`config.mk`:
```
export PLATFORM = sky130hd
export DESIGN_NAME = uart_msg_streamer
export DESIGN_NICKNAME = d
export VERILOG_FILES = /design/src/rtl/uart_msg_streamer.sv
export SDC_FILE = /design/constraint.sdc
export NUM_CORES = 1
export LEC_CHECK = 0
export ABC_AREA = 0
export BUFFER_PORTS_ARGS = -buffer_cell sky130_fd_sc_hd__buf_2
export CAP_MARGIN = 25
export CORE_MARGIN = 2
export CORE_UTILIZATION = 58
export DETAILED_ROUTE_END_ITERATION = 6
export HOLD_SLACK_MARGIN = 0.03
export PLACE_DENSITY = 0.79
export SLEW_MARGIN = 20
export SYNTH_ARGS = -nofsm -noshare
export SYNTH_HDL_FRONTEND = slang
export SYNTH_SLANG_ARGS = --single-unit
```
`constraint.sdc`:
```
create_clock -name clk -period 3.3 [get_ports clk]
set_input_delay 0.33 -clock clk [delete_from_list [all_inputs] [get_ports clk]]
set_output_delay 0.33 -clock clk [all_outputs]
set_load 0.05 [all_outputs]
```
`src/rtl/uart_msg_streamer.sv`:
```
// uart_msg_streamer
//   Sends a snapshot of a parallel message, up to MSG_BYTES bytes long, through
//   an embedded UART. It sends once per start pulse, or repeatedly while loop
//   is high. The sender supports a runtime length, a selectable byte order,
//   programmable inter-byte and inter-message gaps, a start/busy/done
//   handshake and an abort request. Bytes received on rx are passed straight
//   through to the caller.
//
// Ports
//   clk       in   system clock
//   reset     in   asynchronous, active-low reset
//   msg       in   message; byte k = msg[8k+7:8k]
//   msg_len   in   bytes to send; values above MSG_BYTES are clamped
//   start     in   1-cycle request, sampled only in IDLE
//   loop      in   level; when high at message end, the message is resent
//   abort     in   1-cycle request to stop after the current byte
//   rx        in   UART receive line
//   tx        out  UART transmit line
//   busy      out  high while a message is in progress
//   done      out  1-cycle pulse on normal completion
//   rx_data   out  last received byte
//   rx_valid  out  1-cycle pulse per received byte
module uart_msg_streamer #(
  parameter int unsigned CLK_FREQ  = 1000000,
  parameter int unsigned BAUD_RATE = 9600,
  parameter int unsigned MSG_BYTES = 4,
  parameter int unsigned BYTE_GAP  = 1,
  parameter int unsigned MSG_GAP   = 0,
  parameter bit          MSB_FIRST = 1'b0
) (
  input  logic                               clk,
  input  logic                               reset,
  input  logic [8*MSG_BYTES-1:0]             msg,
  input  logic [$clog2(MSG_BYTES+1)-1:0]     msg_len,
  input  logic                               start,
  input  logic                               loop,
  input  logic                               abort,
  input  logic                               rx,
  output logic                               tx,
  output logic                               busy,
  output logic                               done,
  output logic [7:0]                         rx_data,
  output logic                               rx_valid
);

  localparam int unsigned LW = $clog2(MSG_BYTES + 1);
  localparam int unsigned GW = $clog2(BYTE_GAP + MSG_GAP + 1);
  localparam logic [LW-1:0] LEN_MAX  = LW'(MSG_BYTES);
  localparam logic [GW-1:0] CNT_BYTE = GW'(BYTE_GAP);
  localparam logic [GW-1:0] CNT_MSG  = GW'(BYTE_GAP + MSG_GAP);

  typedef enum logic [1:0] {
    S_IDLE,
    S_GAP,
    S_WAIT
  } state_t;

  state_t                 state_q, state_d;
  logic [8*MSG_BYTES-1:0] msg_q, msg_d;
  logic [LW-1:0]          len_q, len_d;
  logic [LW-1:0]          idx_q, idx_d;
  logic [GW-1:0]          cnt_q, cnt_d;
  logic                   abort_pend_q, abort_pend_d;
  logic                   done_q, done_d;

  logic [LW-1:0] len_clamped;
  logic [LW:0]   idx_inc;
  logic [LW-1:0] sel;
  logic [7:0]    tx_byte;
  logic          tx_start;
  logic          tx_end;
  logic          abort_now;

  assign len_clamped = (msg_len > LEN_MAX) ? LEN_MAX : msg_len;
  assign idx_inc     = {1'b0, idx_q} + {{LW{1'b0}}, 1'b1};
  // An abort that arrives in the same cycle as the decision counts as pending.
  assign abort_now   = abort | abort_pend_q;

  assign sel = MSB_FIRST ? (len_q - idx_q - LW'(1)) : idx_q;

  always_comb begin
    tx_byte = '0;
    for (int unsigned k = 0; k < MSG_BYTES; k++) begin
      if (sel == LW'(k)) tx_byte = msg_q[8*k +: 8];
    end
  end

  always_comb begin
    state_d      = state_q;
    msg_d        = msg_q;
    len_d        = len_q;
    idx_d        = idx_q;
    cnt_d        = cnt_q;
    abort_pend_d = abort_pend_q;
    done_d       = 1'b0;
    tx_start     = 1'b0;
    unique case (state_q)
      S_IDLE: begin
        // Abort is dropped here, including when it coincides with start.
        abort_pend_d = 1'b0;
        if (start) begin
          if (len_clamped != '0) begin
            state_d = S_GAP;
            cnt_d   = CNT_BYTE;
            idx_d   = '0;
            msg_d   = msg;
            len_d   = len_clamped;
          end else begin
            done_d = 1'b1;
          end
        end
      end
      S_GAP: begin
        if (abort_now) begin
          state_d      = S_IDLE;
          abort_pend_d = 1'b0;
        end else if (cnt_q == GW'(1)) begin
          tx_start = 1'b1;
          state_d  = S_WAIT;
        end else begin
          cnt_d = cnt_q - GW'(1);
        end
      end
      S_WAIT: begin
        abort_pend_d = abort_now;
        if (tx_end) begin
          if (idx_inc < {1'b0, len_q}) begin
            idx_d   = idx_inc[LW-1:0];
            cnt_d   = CNT_BYTE;
            state_d = S_GAP;
          end else if (loop && !abort_now && (len_clamped != '0)) begin
            // A loop restart takes a fresh snapshot. A zero length at that
            // point ends the run normally instead of spinning with nothing to send.
            msg_d   = msg;
            len_d   = len_clamped;
            idx_d   = '0;
            cnt_d   = CNT_MSG;
            state_d = S_GAP;
          end else begin
            state_d      = S_IDLE;
            done_d       = !abort_now;
            abort_pend_d = 1'b0;
          end
        end
      end
      default: state_d = S_IDLE;
    endcase
  end

  always_ff @(posedge clk or negedge reset) begin
    if (!reset) begin
      state_q      <= S_IDLE;
      msg_q        <= '0;
      len_q        <= '0;
      idx_q        <= '0;
      cnt_q        <= '0;
      abort_pend_q <= 1'b0;
      done_q       <= 1'b0;
    end else begin
      state_q      <= state_d;
      msg_q        <= msg_d;
      len_q        <= len_d;
      idx_q        <= idx_d;
      cnt_q        <= cnt_d;
      abort_pend_q <= abort_pend_d;
      done_q       <= done_d;
    end
  end

  assign busy = (state_q != S_IDLE);
  assign done = done_q;

  reflet_uart_uart #(
    .CLK_FREQ  (CLK_FREQ),
    .BAUD_RATE (BAUD_RATE)
  ) u_uart (
    .clk              (clk),
    .reset            (reset),
    .data_i           (tx_byte),
    .start_transmit_i (tx_start),
    .tx_o             (tx),
    .end_transmit_o   (tx_end),
    .rx_i             (rx),
    .data_o           (rx_data),
    .receive_done_o   (rx_valid)
  );

endmodule

// reflet_uart_uart
//   8N1 UART with a fixed divider.
//
// Ports
//   clk, reset (active-low, async)
//   data_i / start_transmit_i   byte to send and its 1-cycle request; a
//                               request is ignored while a frame is in flight
//   tx_o                        transmit line, idle high
//   end_transmit_o              1-cycle pulse once the stop bit has fully elapsed
//   rx_i                        receive line (asynchronous)
//   data_o / receive_done_o     last received byte and its 1-cycle valid pulse
module reflet_uart_uart #(
  parameter int unsigned CLK_FREQ  = 1000000,
  parameter int unsigned BAUD_RATE = 9600
) (
  input  logic       clk,
  input  logic       reset,
  input  logic [7:0] data_i,
  input  logic       start_transmit_i,
  output logic       tx_o,
  output logic       end_transmit_o,
  input  logic       rx_i,
  output logic [7:0] data_o,
  output logic       receive_done_o
);

  localparam int unsigned CPB_RAW = CLK_FREQ / BAUD_RATE;
  localparam int unsigned CPB     = (CPB_RAW > 2) ? CPB_RAW : 2;
  localparam int unsigned HALF    = CPB / 2;
  localparam int unsigned CW      = $clog2(CPB);
  localparam logic [CW-1:0] BIT_LAST  = CW'(CPB - 1);
  localparam logic [CW-1:0] HALF_LAST = CW'(HALF - 1);

  // Transmit: a 10-bit frame is shifted out LSB first. Once the frame has
  // been sent, the register holds the stop bit, so the line rests high.
  logic          tx_active_q;
  logic [9:0]    tx_shift_q;
  logic [3:0]    tx_bit_q;
  logic [CW-1:0] tx_cnt_q;
  logic          tx_end_q;

  always_ff @(posedge clk or negedge reset) begin
    if (!reset) begin
      tx_active_q <= 1'b0;
      tx_shift_q  <= '1;
      tx_bit_q    <= '0;
      tx_cnt_q    <= '0;
      tx_end_q    <= 1'b0;
    end else begin
      tx_end_q <= 1'b0;
      if (!tx_active_q) begin
        if (start_transmit_i) begin
          tx_active_q <= 1'b1;
          tx_shift_q  <= {1'b1, data_i, 1'b0};
          tx_bit_q    <= '0;
          tx_cnt_q    <= '0;
        end
      end else if (tx_cnt_q == BIT_LAST) begin
        tx_cnt_q <= '0;
        if (tx_bit_q == 4'd9) begin
          tx_active_q <= 1'b0;
          tx_end_q    <= 1'b1;
        end else begin
          tx_bit_q   <= tx_bit_q + 4'd1;
          tx_shift_q <= {1'b1, tx_shift_q[9:1]};
        end
      end else begin
        tx_cnt_q <= tx_cnt_q + CW'(1);
      end
    end
  end

  assign tx_o           = tx_shift_q[0];
  assign end_transmit_o = tx_end_q;

  // Receive: the line is synchronised, then the start bit is confirmed at
  // mid-bit. After that, each bit is sampled one bit period later.
  typedef enum logic [1:0] {
    RX_IDLE,
    RX_START,
    RX_DATA,
    RX_STOP
  } rx_state_t;

  rx_state_t     rx_state_q;
  logic [1:0]    rx_sync_q;
  logic [CW-1:0] rx_cnt_q;
  logic [2:0]    rx_bit_q;
  logic [7:0]    rx_shift_q;
  logic [7:0]    rx_data_q;
  logic          rx_done_q;
  logic          rx_s;

  assign rx_s = rx_sync_q[1];

  always_ff @(posedge clk or negedge reset) begin
    if (!reset) begin
      rx_state_q <= RX_IDLE;
      rx_sync_q  <= '1;
      rx_cnt_q   <= '0;
      rx_bit_q   <= '0;
      rx_shift_q <= '0;
      rx_data_q  <= '0;
      rx_done_q  <= 1'b0;
    end else begin
      rx_sync_q <= {rx_sync_q[0], rx_i};
      rx_done_q <= 1'b0;
      unique case (rx_state_q)
        RX_IDLE: begin
          rx_cnt_q <= '0;
          if (!rx_s) rx_state_q <= RX_START;
        end
        RX_START: begin
          if (rx_cnt_q == HALF_LAST) begin
            rx_cnt_q   <= '0;
            rx_bit_q   <= '0;
            rx_state_q <= rx_s ? RX_IDLE : RX_DATA;
          end else begin
            rx_cnt_q <= rx_cnt_q + CW'(1);
          end
        end
        RX_DATA: begin
          if (rx_cnt_q == BIT_LAST) begin
            rx_cnt_q   <= '0;
            rx_shift_q <= {rx_s, rx_shift_q[7:1]};
            if (rx_bit_q == 3'd7) rx_state_q <= RX_STOP;
            else                  rx_bit_q   <= rx_bit_q + 3'd1;
          end else begin
            rx_cnt_q <= rx_cnt_q + CW'(1);
          end
        end
        RX_STOP: begin
          if (rx_cnt_q == BIT_LAST) begin
            rx_cnt_q   <= '0;
            rx_state_q <= RX_IDLE;
            if (rx_s) begin
              rx_data_q <= rx_shift_q;
              rx_done_q <= 1'b1;
            end
          end else begin
            rx_cnt_q <= rx_cnt_q + CW'(1);
          end
        end
        default: rx_state_q <= RX_IDLE;
      endcase
    end
  end

  assign data_o         = rx_data_q;
  assign receive_done_o = rx_done_q;

endmodule
```
==> results of run 1 <==
==> worst max-delay path: cells and delay by family (launching register included) <==
family                     cells  cell delay (ns)
buffers and inverters          2             0.30
adders and majority gates      3             0.77
muxes                          1             0.36
AOI/OAI and AO/OA              3             0.70
DFF                            1             0.46
==> cells by family after synthesis <==
logic type      synth area share [%]
buf+inv                         3.75
mux                             16.3
fa+ha+maj                       3.51
simple gates                    13.0
compound gates                  10.2
xor+xnor                        1.13
flops                           52.1
==> per-layer routing <==
| metal | up-vias | share of wire, % |
|---|---|---|
| met5 | - | 0 |
| met4 | 0 | 1.4 |
| met3 | 10 | 3.0 |
| met2 | 51 | 48 |
| met1 | 1511 | 47 |
| li1 | 1494 | - |
==> worst max path at each step <==
stage / startpoint / to / depth (start not counted)
2_1_floorplan: idx_q[0]$_DFFE_PN0P_ / len_q[0]$_DFFE_PN0P_ / 10
3_3_place_gp: idx_q[0]$_DFFE_PN0P_ / msg_q[23]$_DFFE_PN0P_ / 9
4_1_cts: idx_q[0]$_DFFE_PN0P_ / msg_q[21]$_DFFE_PN0P_ / 9
6_report: idx_q[0]$_DFFE_PN0P_ / msg_q[21]$_DFFE_PN0P_ / 9
3_5_place_dp: idx_q[0]$_DFFE_PN0P_ / msg_q[22]$_DFFE_PN0P_ / 9
5_1_grt: idx_q[0]$_DFFE_PN0P_ / msg_q[21]$_DFFE_PN0P_ / 9
==> through the flow <==
| stage | cell area (µm²) | power, mW | hold WS, ns | cells |
|---|---|---|---|---|
| global route | 5150 | 2.08 | 0.0349 | 546 |
| floorplan | 4640 | 1.21 | 0.0344 | 389 |
| detailed placement | 4940 | 1.26 | 0.348 | 530 |
| global placement | 4940 | 1.25 | 0.346 | 530 |
| finish | 5150 | 2.00 | -0.0127 | 546 |
| CTS | 5150 | 2.02 | 0.0411 | 546 |
==> state kept, by name (all words and copies together) (netlist names), 2 cells and up, named ones only <==
name	flops
idx_q	3
len_q	3
msg_q	32
state_q	2
u_uart.data_o	8
u_uart.rx_bit_q	3
u_uart.rx_cnt_q	7
u_uart.rx_shift_q	8
u_uart.rx_sync_q	2
u_uart.tx_bit_q	4
u_uart.tx_cnt_q	7
u_uart.tx_shift_q	9
==> final cells by class <==
cell class	count	area, µm²	area share [%]
multi-input combinational	262	2050	39.8
clock inverter	7	78.8	1.53
timing repair buffer	54	294	5.71
clock buffer	9	124	2.41
inverter	16	60.1	1.17
tap	102	128	2.48
sequential	96	2420	46.9
==> synthesized netlist by cell type, drive strengths merged, types with 2 or more instances <==
master	number	share of area [%]
dfrtp	85	46
mux2	55	16
nand2	31	2.5
nor2	21	1.7
o21ai	20	2.2
a21oi	19	2.0
nand3	19	2.0
inv	16	1.3
ha	13	3.5
nand2b	12	1.6
dfstp	11	6.2
clkbuf	9	0.73
o211ai	8	1.3
a32oi	7	1.3
buf	6	1.7
and3	5	0.67
a22o	4	0.76
nand4	4	1.0
xor2	4	0.76
a21o	3	0.49
a31oi	3	0.40
mux2i	3	0.65
a22oi	2	0.32
and2	2	0.27
and4bb	2	0.54
nand4b	2	0.38
nor2b	2	0.27
nor3	2	0.22
or3	2	0.27
xnor2	2	0.38
==> power groups by stage <==
stage,Combinational (mW),Clock (mW),Sequential (mW)
finish,0.0518,0.771,1.18
global route,0.0607,0.835,1.18
CTS,0.0538,0.790,1.18
detailed placement,0.0537,0,1.20
global placement,0.0525,0,1.20
floorplan,0.00336,0,1.20
==> results.txt, run 1 <==
- Status: finished, violations left
- Violated checks: hold timing
* Seq/Total Area, Yosys: between 50% and 60%
- After clock tree synthesis, the setup repair step added 0 buffers.
- Measured along the y axis, the die boundary spans just over 90 µm.
- 53 I/O pins were placed.
- Each instance of the synthesized netlist takes up on average between 10 and 15 µm².
- Setup repair after global routing missed its margin: no
- Number of global-route vias before repair: ~3100
- Antenna diode count: 0
- Number of nets with antenna violations after detailed routing: 0
* Number of buffers added on ports: between 50 and 60
* Category of the worst setup path capture point: flip-flop
* Transition time of the tightest slew-check pin: 0.768 ns
* Cells along the critical path: ha_1, ha_1, inv_1, ha_1, o21ai_0, o2111ai_1, o211a_2, buf_12, mux2_2
- Worst skew pair latency: approximately 0.37 ns
- Endpoints failing setup: 0
* Total clock buffers created by CTS: 9
- Global routing used around 3.5% of the available met3 tracks.
- Largest net degree at the start of global routing: 81
- The clock network is responsible for 38.5% of the overall power.
- Data on the critical path is required at its endpoint by between 3 and 4 ns.
- In this run, the number of DRC markers left after iteration 0 of detailed routing was approximately 180.
* Worst reg2reg path startpoint: idx_q[0]$_DFFE_PN0P_
- The floorplan has 32 rows.
- WHS: -0.0127 ns
* Drc violations: 0
- The final number of hold-violating endpoints is 30.
- Counting every net in the synthesized netlist gives 443.
- Worst reg2reg setup slack: 0.59 ns
* Final routed wirelength across all metal layers: around 8300 µm
- Comb pwr share: 2.6%
- In the final routed layout, each cell accounts on average for roughly 15 µm.
- Along the worst path, the maximum fanout reaches 35.
- At the worst endpoint, the arrival time is between 2 and 3 ns.
- The worst register-to-register path ends at msg_q[21]$_DFFE_PN0P_.
* Buffers from clock root to sink, at most: 2
- Setup TNS Final: 0 ns
- Peak clock frequency supported by timing: about 370 MHz
- The critical path is of the reg -> reg type.
* Sink count of the clock tree: between 90 and 100
* Grt peak-use layer: met2
- Number of antenna violations at the first check in global routing: 0
- Before antenna repair, the detailed router went through 4 iterations.
* Crit path setup slack, layout: 0.586 ns
- Highest-count cells in the layout ignoring fill and taps: 85 x sky130_fd_sc_hd__dfrtp_1, 51 x sky130_fd_sc_hd__buf_2, 31 x sky130_fd_sc_hd__nand2_1, 29 x sky130_fd_sc_hd__mux2_4, 26 x sky130_fd_sc_hd__mux2_2
* Hold WC Path Type: in -> async
* Via density per instance: 5.62
- Most common library cell in the layout ignoring fill and taps: sky130_fd_sc_hd__dfrtp_1
* Dpl hpwl: 5760 µm
- Via count: just over 3000
- Switching power share of the total: ~25%
* Clk Tree Root Cell: sky130_fd_sc_hd__clkbuf_8
- The most numerous cell type found on the critical path is sky130_fd_sc_hd__ha_1.
- Max-Cap Viols: 0
- At the end of the flow the core is filled with cells to between 60% and 70%.
- Total Die Area: 8730 µm²
* First-pass GRT wire length: roughly 14000 µm
* H-Tree Level Count: 3
* Internal power of the cells: 1.50 mW
- Registers are responsible for between 50 and 60% of the overall power.
* Worst setup SP type: flip-flop
- For met1 alone, demand over resource in global routing was between 20% and 30%.
* Clock slew seen by the registers of the worst setup and hold paths: between 0.1 and 0.15 ns
- DP Worst Slack: 0.595 ns
* Synth-to-Final Area Change: 11.0%
* Post-Route Skew: roughly 0.016 ns
* Cell count after synthesis: just under 400
- Yosys mapped a number of flops with a built-in enable equal to 0.
- VDD sags by at most approximately 0.24 mV.
- Routability-driven placement congestion ratio: between 0.7 and 0.8
- Counting cells, the worst reg-to-reg path comes to 9.
* Summed instance area of the synthesized netlist: between 4000 and 5000 µm²
* Total routing resource utilization after global routing: about a fifth
- Of the cells placed in the final design, the portion with a size suffix greater than 1 is 32.7%.
* Shortest period the worst path allows: ~2.7 ns
* Final cycle utilization of the critical path: between 80% and 90%
- Leakage: roughly 2.5 nW
- Post-layout net count: 493
- TritonCTS built the clock tree.
- Power spread over the standard cell area amounts to between 300 and 400 nW/µm².
* Post-cts gate resize count: 0
- Starting density of the core: roughly three fifths
* Global route overflow: 0
- Headroom to the max-slew limit: about half
- FILL cells: around 590
* Synthesis-stage register bit count: 96
- The core region is a little under 8000 µm².
- For this design the total switching power over the nets is 0.498 mW.
- CTS Hold Bufs: 0
- Maximum cell stage delay along the critical path: 0.46 ns
- Final Max Slew Viols: 0
* Count of unique library cells instantiated by Yosys: 52
- In the global route stage, met2 resource usage came out at about a third.
* Width of the chip: between 90 and 100 µm
- Most used DFF post-synth: sky130_fd_sc_hd__dfrtp_1
* Slowest CP cell: sky130_fd_sc_hd__dfrtp_1
- The Yosys step of the flow raised 0 warnings.
* Fraction of synthesis flops using an asynchronous set or reset pin: 100%
Power figures use the tool's default switching activity.
==> inputs of run 2 (changes only) <==
--- a/config.mk
+++ b/config.mk
@@ -5,14 +5,14 @@
 export SDC_FILE = /design/constraint.sdc
 export NUM_CORES = 1
 export LEC_CHECK = 0
-export ABC_AREA = 0
+export ABC_AREA = 1
 export BUFFER_PORTS_ARGS = -buffer_cell sky130_fd_sc_hd__buf_2
 export CAP_MARGIN = 25
 export CORE_MARGIN = 2
-export CORE_UTILIZATION = 58
+export CORE_UTILIZATION = 53
 export DETAILED_ROUTE_END_ITERATION = 6
 export HOLD_SLACK_MARGIN = 0.03
-export PLACE_DENSITY = 0.79
+export PLACE_DENSITY = 0.76
 export SLEW_MARGIN = 20
 export SYNTH_ARGS = -nofsm -noshare
 export SYNTH_HDL_FRONTEND = slang
==> constraint.sdc (replaced) <==
create_clock -name clk -period 2.3 [get_ports clk]
set_input_delay 0.23 -clock clk [delete_from_list [all_inputs] [get_ports clk]]
set_output_delay 0.23 -clock clk [all_outputs]
set_load 0.05 [all_outputs]
==> run 2 against run 1 <==
  * The run now ends clean
  * Setup slack lost 0.42 ns
  * Critical path depth grew 2
  * First-iteration DRC count grew 3.3%
  * Sequential share of layout area shrank 2.0 points
  * Routed wire length grew 15%
  * Count of clock-buffer cells in the layout grew 5
  * Combinational power grew 56%
  * Synthesized cell count grew 48%
  * Maximum frequency grew 27%
  * Total power grew 46%
  * Largest cell class unchanged
  * Highest routed layer unchanged
==> results.txt, run 2 <==
* FILL cells: ~760
* Floorplan Core Area: 8640 µm²
* Worst reg2reg setup slack: 0.16 ns
- Crit path arrival time: 2.39 ns
- The first detailed-routing pass ran for 5 iterations.
* Antenna diode count: 0
* Number of antenna violations at the first check in global routing: 0
- Slowest CP cell: sky130_fd_sc_hd__dfrtp_2
* Portion of total power attributed to sequential cells: between 50% and 60%
- Internal power of the cells: between 2 and 2.5 mW
- Number of enable-type register cells in the synthesized netlist: 0
- In the global route stage, overall resource usage came out at approximately a fifth.
- Clock slew seen by the registers of the worst setup and hold paths: around 0.090 ns
* Clock Power Share: a little under 40%
* Die height: between 90 and 100 µm
* Post-layout net count: between 600 and 700
* Synthesized net count: about 630
* Fraction of synthesis flops using an asynchronous set or reset pin: 100%
- Area share of xor/xnor cells in the synthesized design: under 10%
- Summing the areas of all and, or, nand and nor instances in the mapped netlist gives around 30% of the synthesized area.
- After Yosys synthesis, full adders, half adders and majority gates account for 3.46% of the synthesized area.
- Of all nets on the critical path, the largest fanout is 30.
- Once the floorplan was initialized, standard cells occupied between 50% and 60% of the core.
* Most common library cell in the layout ignoring fill and taps: sky130_fd_sc_hd__nand2_1
- Number of buffers added on ports: 52
- Maximum cell stage delay along the critical path: between 0.4 and 0.5 ns
- The worst path in the final design needs a cycle of around 2.1 ns, including I/O delays and setup.
- For the final database, setup skew stands at roughly 0.010 ns.
* Yosys warnings: 0
* Total clock buffers created by CTS: 9
- Width of the chip: 98.1 µm
- Worst r2r dst: msg_q[4]$_DFFE_PN0P_
- The routed layout has 3840 vias.
- In this run the static leakage power is between 2 and 3 nW.
- After detailed routing, the average wire length per cell comes to 12.7 µm.
- CP Capture Point: msg_q[4]$_DFFE_PN0P_
- Via density per instance: between 5 and 6
- In this run the worst setup path begins at idx_q[0]$_DFFE_PN0P_.
- Transition time of the tightest slew-check pin: between 0.6 and 0.7 ns
* Synth-to-Final Area Change: 14.8%
- Measured in cells, the most critical reg-to-reg path has a length of 11.
- Setup repair after global routing left no endpoint under its margin.
- The setup path with the least slack is of type reg -> reg.
* Worst path bufs/invs: 3
- Final cycle utilization of the critical path: 92.9%
* Number of global-route vias before repair: around 3800
- Number of nets with antenna violations after detailed routing: 0
- Worst reg2reg path startpoint: idx_q[0]$_DFFE_PN0P_
- NetSw: approximately 0.63 mW
- Derived from the worst setup path, the maximum achievable clock frequency is between 400 and 500 MHz.
- The wire-length estimate of the detail-placed layout is between 6000 and 7000 µm.
* Sink count of the clock tree: 96
- By area the synthesized netlist is led by sky130_fd_sc_hd__dfrtp_1 45%, sky130_fd_sc_hd__nand2_1 14%, sky130_fd_sc_hd__nand3_1 9.1%.
* Global route overflow: 0
- DR iter-0 viols: between 150 and 200
* Area leader, netlist: sky130_fd_sc_hd__dfrtp_1
- After synthesis, the largest family of logic cells by area is simple AND/OR/NAND/NOR gates.
- Counting along the longest clock path gives a buffer depth of 2.
- For the worst-skew pair, the clock arrives at the later sink with an insertion delay of around 0.36 ns.
* Seq/Total Area, Yosys: around half
- Summing every instance area after synthesis gives about 4700 µm².
- Combinational cells account for under 10% of the total power.
- Share of cell area taken by muxes after synthesis: less than 1%
- The tree is rooted in a sky130_fd_sc_hd__clkbuf_8.
- Status: finished, final reports clean
- Routability-driven placement congestion ratio: between 0.8 and 0.9
* Power density over the cells: approximately 540 nW/µm²
- msg_q holds more flip-flops than any other register.
- Maximum VDD drop: 0.335 mV
* Final Max Slew Viols: 0
- Across the run, the number of max-cap violations was 0.
- Summing the areas of all compound-gate instances in the mapped netlist gives approximately 5.7% of the synthesized area.
- Final routed wirelength across all metal layers: approximately 9600 µm
- TritonCTS built the clock tree.
* Setup TNS Final: 0 ns
- For this run, design rule violations remaining after detail routing come to 0.
* Category of the worst setup path capture point: flip-flop
* Fin. Hold Viols: 0
- Critical path's most frequent cell: sky130_fd_sc_hd__ha_1
- A synthesized cell averages 8.16 µm².
* Required time reported for the critical path endpoint: about 2.6 ns
* H-Tree Level Count: 3
- The die covers about 9600 µm².
* Most used DFF post-synth: sky130_fd_sc_hd__dfrtp_1
- In the final layout, the registers with the most flip-flops are msg_q (32), u_uart.tx_shift_q (9).
* Share of layout cells above drive strength 1: 17.7%
* Cells along the critical path: ha_1, ha_1, inv_1, ha_1, nand2_2, nand3_4, nand2_4, clkinv_4, buf_12, nand3_1, nand2_1
- Of the post-synthesis cell area, the dominant cell type holds ~45%.
* WHS: around 0.10 ns
- In this run, synthesis produced a sequential element count of 96.
* Highest-count cells in the layout ignoring fill and taps: 175 x sky130_fd_sc_hd__nand2_1, 84 x sky130_fd_sc_hd__nand3_1, 83 x sky130_fd_sc_hd__dfrtp_1, 65 x sky130_fd_sc_hd__inv_1, 51 x sky130_fd_sc_hd__buf_2
- The register with the most flip-flops in the layout has 32 of them.
- # rows: 34
- Top Ports: 53
- Cell class contributing the biggest share of worst-path delay: adder cells
- Largest net degree at the start of global routing: 51
- Net switching is 21.6% of the power.
- Endpoints failing setup: 0
* Hold WC Path Type: in -> reg
- The first global-routing pass estimated ~17000 µm of wire.
* Cell count after synthesis: 575
* Headroom to the max-slew limit: approximately three fifths
* Count of unique library cells instantiated by Yosys: 32
- By count the netlist is led by 177 x sky130_fd_sc_hd__nand2_1, 85 x sky130_fd_sc_hd__dfrtp_1, 85 x sky130_fd_sc_hd__nand3_1, 65 x sky130_fd_sc_hd__inv_1, 36 x sky130_fd_sc_hd__nor2_1.
- Cell with the most instances after synthesis: sky130_fd_sc_hd__nand2_1
- Worst setup SP type: flip-flop
- Final standard cell utilization of the core: approximately 62%
- In this run the number of cells on the critical path is 11.
==> run 2: changes by cell type in the layout (fill, tap and decap cells not counted), moves of 6 or more <==
cell,delta
sky130_fd_sc_hd__a32oi_1,-7
sky130_fd_sc_hd__nand2_1,+144
sky130_fd_sc_hd__o21ai_1,+7
sky130_fd_sc_hd__buf_4,+9
sky130_fd_sc_hd__mux2_2,-26
sky130_fd_sc_hd__o211ai_1,-8
sky130_fd_sc_hd__a21oi_1,-9
sky130_fd_sc_hd__nand2b_1,-12
sky130_fd_sc_hd__o22ai_1,+6
sky130_fd_sc_hd__inv_1,+51
sky130_fd_sc_hd__mux2_4,-29
sky130_fd_sc_hd__or2_2,+9
sky130_fd_sc_hd__nand3_1,+65
sky130_fd_sc_hd__nor2_1,+14
==> run 2: power groups by stage <==
stage	Combinational [mW]	Clock [mW]	Sequential, mW
after floorplan	0.00417	0	1.72
after global placement	0.0793	0	1.72
after detailed placement	0.0814	0	1.72
after CTS	0.0840	1.16	1.69
after global routing	0.0940	1.24	1.69
final	0.0807	1.14	1.69
==> run 2: final cells by class <==
class	instances	area (µm²)	area share, %
timing repair buffer	65	390	7.24
inverter	69	264	4.90
sequential	96	2420	44.9
tap	108	135	2.51
clock inverter	2	16.3	0.302
multi-input combinational	397	1970	36.5
clock buffer	14	195	3.62
==> run 2: repair_timing <==
action	in CTS	in global routing
setup buffers	0	4
gates resized for setup	1	10
hold buffers	2	0
setup endpoints to repair	7	35
hold endpoints to repair	45	0
pin swaps	0	0
cloned	0	1
==> run 2: kinds of logic after synthesis <==
logic type	Yosys count
AND/OR/NAND/NOR	326
flip-flops	96
buffers and inverters	83
AO/OA/AOI/OAI	48
adder cells (fa/ha/maj)	13
XOR/XNOR	8
multiplexers	1
==> run 2: worst min-delay path by stage <==
stage | start | endpoint | slack (ns) | cells past startpoint
floorplan | reset | async pin | -0.07 | 0
global placement | reset | u_uart.data_o[7]$_DFFE_PN0P_ | 0.28 | 1
detailed placement | reset | u_uart.data_o[7]$_DFFE_PN0P_ | 0.29 | 1
CTS | msg[27] | msg_q[27]$_DFFE_PN0P_ | 0.09 | 3
global route | msg[8] | msg_q[8]$_DFFE_PN0P_ | 0.1 | 3
finish | msg[27] | msg_q[27]$_DFFE_PN0P_ | 0.10 | 3
==> run 2: worst register-to-register path, cell delays in order, from the launching register on <==
cell and delay (ns):
sky130_fd_sc_hd__dfrtp_2 0.45, sky130_fd_sc_hd__ha_1 0.22, sky130_fd_sc_hd__ha_1 0.31, sky130_fd_sc_hd__inv_1 0.05, sky130_fd_sc_hd__ha_1 0.27, sky130_fd_sc_hd__nand2_2 0.10, sky130_fd_sc_hd__nand3_4 0.09, sky130_fd_sc_hd__nand2_4 0.09
sky130_fd_sc_hd__clkinv_4 0.11, sky130_fd_sc_hd__buf_12 0.18, sky130_fd_sc_hd__nand3_1 0.10, sky130_fd_sc_hd__nand2_1 0.06
==> run 2: metrics by stage <==
stage | setup WS [ns] | instances | cell area, µm² | power [mW]
floorplan | 0.299 | 575 | 4690 | 1.73
global placement | 0.101 | 728 | 5070 | 1.80
detailed placement | -0.00206 | 728 | 5070 | 1.81
CTS | 0.0454 | 746 | 5320 | 2.93
global route | 0.00256 | 751 | 5390 | 3.03
finish | 0.164 | 751 | 5390 | 2.91
==> run 2: per-layer routing <==
metal / global-route usage [%] / up-vias / part of all wire [%]
met5: 0 / - / 0
met4: 6.73 / 0 / 1.4
met3: 4.15 / 13 / 3.5
met2: 35.8 / 72 / 49
met1: 27.9 / 1798 / 46
li1: - / 1957 / -
==> inputs of run 3 (changes only) <==
--- a/config.mk
+++ b/config.mk
@@ -10,6 +10,7 @@
 export CAP_MARGIN = 25
 export CORE_MARGIN = 2
 export CORE_UTILIZATION = 53
+export CTS_BUF_LIST = sky130_fd_sc_hd__clkbuf_4 sky130_fd_sc_hd__clkbuf_8 sky130_fd_sc_hd__clkbuf_16
 export DETAILED_ROUTE_END_ITERATION = 6
 export HOLD_SLACK_MARGIN = 0.03
 export PLACE_DENSITY = 0.76
==> run 3 against run 2 <==
  * Global-route usage is essentially flat
  * Critical path type unchanged
  * Largest cell class unchanged
  * Sequential power barely moved
  * Critical endpoint unchanged
  * Register-to-register slack is essentially flat
  * Clock power barely moved
  * Via count down 0.29%
  * Non-clock buffer count stayed put
  * Combinational power hardly changed
  * Design area increased by 0.14%
==> results.txt, run 3 (synthesized netlist as in run 2, its figures left out) <==
- Endpoints failing setup: 0
* Multi-input combinational cell area: roughly 2000 µm²
* Hold Crit Endpoint: msg_q[27]$_DFFE_PN0P_
- Worst reg-to-reg path cell count: 11
- Headroom to the max-slew limit came out at 58.0%.
- The register with the most flip-flops in the layout has 32 of them.
- Floorplan Core Area: 8640 µm²
- In this run the worst hold path is classified as in -> reg.
- Clk Tree Root Cell: sky130_fd_sc_hd__clkbuf_8
- For this run, the top clock speed supported by timing is approximately 470 MHz.
- The H-tree was split into 3 levels.
- Via count: ~3800
- In the layout the commonest cells are 175 x sky130_fd_sc_hd__nand2_1, 84 x sky130_fd_sc_hd__nand3_1, 83 x sky130_fd_sc_hd__dfrtp_1, 65 x sky130_fd_sc_hd__inv_1, 51 x sky130_fd_sc_hd__buf_2.
- The endpoint identified for the worst register-to-register timing path is msg_q[4]$_DFFE_PN0P_.
* Critical path's most frequent cell: sky130_fd_sc_hd__ha_1
* Clock slew seen by the registers of the worst setup and hold paths: 0.09 ns
* Drc violations: 0
- After filler insertion, the fill cell instance count of the layout stands at 760.
- The count of nets left with antenna violations once routing finished came out at 0.
* WHS: between 0.1 and 0.15 ns
- The flow ran to the end, and the final reports show no timing, DRC or antenna violations.
- 53 I/O pins were placed.
- Starting density of the core: a little over half
- The library cell used most frequently in the layout, excluding fill and tap cells, is sky130_fd_sc_hd__nand2_1.
* Worst skew pair latency: roughly 0.36 ns
- Final cycle utilization of the critical path: approximately 93%
- The floorplan step defined a die boundary enclosing 9630 µm².
- 0 antenna diodes ended up in the layout.
- Final Max Slew Viols: 0
- The critical path contains buffers and inverters numbering 3 combined.
- Worst Path Max Fanout: 30
* Max-Cap Viols: 0
* Largest net degree at the start of global routing: slightly above 50
* Routed length per instance: 12.7 µm
* Crit path arrival time: 2.38 ns
* DR iter-0 viols: approximately 180
* Worst reg2reg setup slack: ~0.16 ns
* Post-layout net count: slightly below 700
* Number of optimization iterations in the first detailed-route pass: 4
- Routability-driven placement finished with a final weighted congestion of a little over 0.8.
* Maximum cell stage delay along the critical path: roughly 0.45 ns
- The largest registers in the layout are msg_q (32), u_uart.tx_shift_q (9).
- Via density per instance: 5.10
* Maximum VDD drop: ~0.34 mV
* Worst reg2reg path startpoint: idx_q[0]$_DFFE_PN0P_
* Global route overflow: 0
- Source of the worst hold timing path: msg[27]
* Category of the worst setup path capture point: flip-flop
- Final total power: between 2 and 3 mW
- Dpl hpwl: slightly below 7000 µm
- The critical path goes through ha_1, ha_1, inv_1, ha_1, nand2_2, nand3_4, nand2_4, clkinv_4, buf_12, nand3_1, nand2_1.
- Buffers from clock root to sink, at most: 2
* Area occupied by registers: about 2400 µm²
* Total clock buffers created by CTS: 9
* Worst setup SP type: flip-flop
* Final routed wirelength across all metal layers: between 9000 and 10000 µm
- Setup repair after global routing left no endpoint under its margin.
- Compared with the post-synthesis result, the final layout area differs by 15.0%.
- In the final layout, the share of cells above drive strength 1 is 18.0%.
- Leakage: 2.90 nW
- In this run the tool buffered the top-level ports with between 50 and 60 buffer cells.
- CTS tree: done
- Width of the chip: between 90 and 100 µm
- Number of antenna violations at the first check in global routing: 0
- The final number of hold-violating endpoints is 0.
* Required time reported for the critical path endpoint: 2.55 ns
- Total routing resource utilization after global routing: 21.3%
- Shortest period the worst path allows: 2.14 ns
* Number of global-route vias before repair: around 3800
* Slowest CP cell: sky130_fd_sc_hd__dfrtp_2
* Cell class contributing the biggest share of worst-path delay: adder cells
- Dividing total power by cell area gives a power density of 544 nW/µm².
* # rows: 34
- Reg with most FFs: msg_q
* First-pass GRT wire length: 16800 µm
- Die height: between 90 and 100 µm
- Sink count of the clock tree: 96
- By startpoint and endpoint, the worst setup path is classified as reg -> reg.
- For the pin with the worst max-slew slack, the measured transition is 0.630 ns.
- Worst hold stages: 3
- Post-Route Skew: a little over 0.01 ns
==> run 3: cell type report <==
cell class                      instances  area share (%)
Timing Repair Buffer                   65            7.23
Tap cell                              108            2.50
Sequential cell                        96            44.8
Inverter                               69            4.89
Clock inverter                          2           0.301
Multi-Input combinational cell        397            36.5
Clock buffer                           14            3.76
==> run 3: metal layers <==
layer / track usage [%] / share of wire [%] / up-vias
li1: - / - / 1957
met1: 28.1 / 46 / 1791
met2: 35.7 / 49 / 68
met3: 4.15 / 3.5 / 13
met4: 6.73 / 1.4 / 0
met5: 0 / 0 / -
==> run 3: timing repair <==
| action | 4_1_cts | 5_1_grt |
|---|---|---|
| endpoints found under the setup margin | 7 | 35 |
| gates cloned | 0 | 1 |
| hold buffers | 2 | 0 |
| resized for setup | 1 | 10 |
| endpoints found under the hold margin | 45 | 0 |
| buffers inserted | 0 | 4 |
| pin swaps | 0 | 0 |
==> run 3: worst max-delay path by stage <==
| stage | startpoint | end | slack (ns) | cells after the start |
|---|---|---|---|---|
| after detailed placement | idx_q[0]$_DFFE_PN0P_ | msg_q[16]$_DFFE_PN0P_ | -0.002 | 11 |
| after global placement | idx_q[0]$_DFFE_PN0P_ | msg_q[2]$_DFFE_PN0P_ | 0.10 | 11 |
| final | idx_q[0]$_DFFE_PN0P_ | msg_q[4]$_DFFE_PN0P_ | 0.16 | 11 |
| after floorplan | idx_q[0]$_DFFE_PN0P_ | msg_q[0]$_DFFE_PN0P_ | 0.30 | 12 |
| after CTS | idx_q[0]$_DFFE_PN0P_ | msg_q[16]$_DFFE_PN0P_ | 0.05 | 11 |
| after global routing | idx_q[0]$_DFFE_PN0P_ | msg_q[15]$_DFFE_PN0P_ | 0.002 | 13 |
==> run 3: tightest hold or removal path: cells and delay by family <==
| family | cells | cell delay [ns] |
|---|---|---|
| simple gates | 2 | 0.12 |
| buf+inv | 1 | 0.07 |
==> run 3: stage by stage <==
step / TNS [ns] / cells / area, µm² / worst slack [ns] / util [%]
after detailed placement: -0.00206 / 728 / 5070 / -0.00206 / 58.8
final: 0 / 751 / 5400 / 0.163 / 62.5
after floorplan: 0 / 575 / 4690 / 0.299 / -
after global routing: 0 / 751 / 5400 / 0.00247 / 62.5
after CTS: 0 / 746 / 5320 / 0.0451 / 61.6
after global placement: 0 / 728 / 5070 / 0.101 / 58.8
==> run 3: where the power goes <==
group | switching, mW | total, mW | leakage (nW) | internal, mW
clock network | 0.577 | 1.16 | 0.110 | 0.584
logic | 0.0484 | 0.0808 | 1.57 | 0.0324
registers | 0.00138 | 1.69 | 1.22 | 1.69
total | 0.627 | 2.93 | 2.90 | 2.31
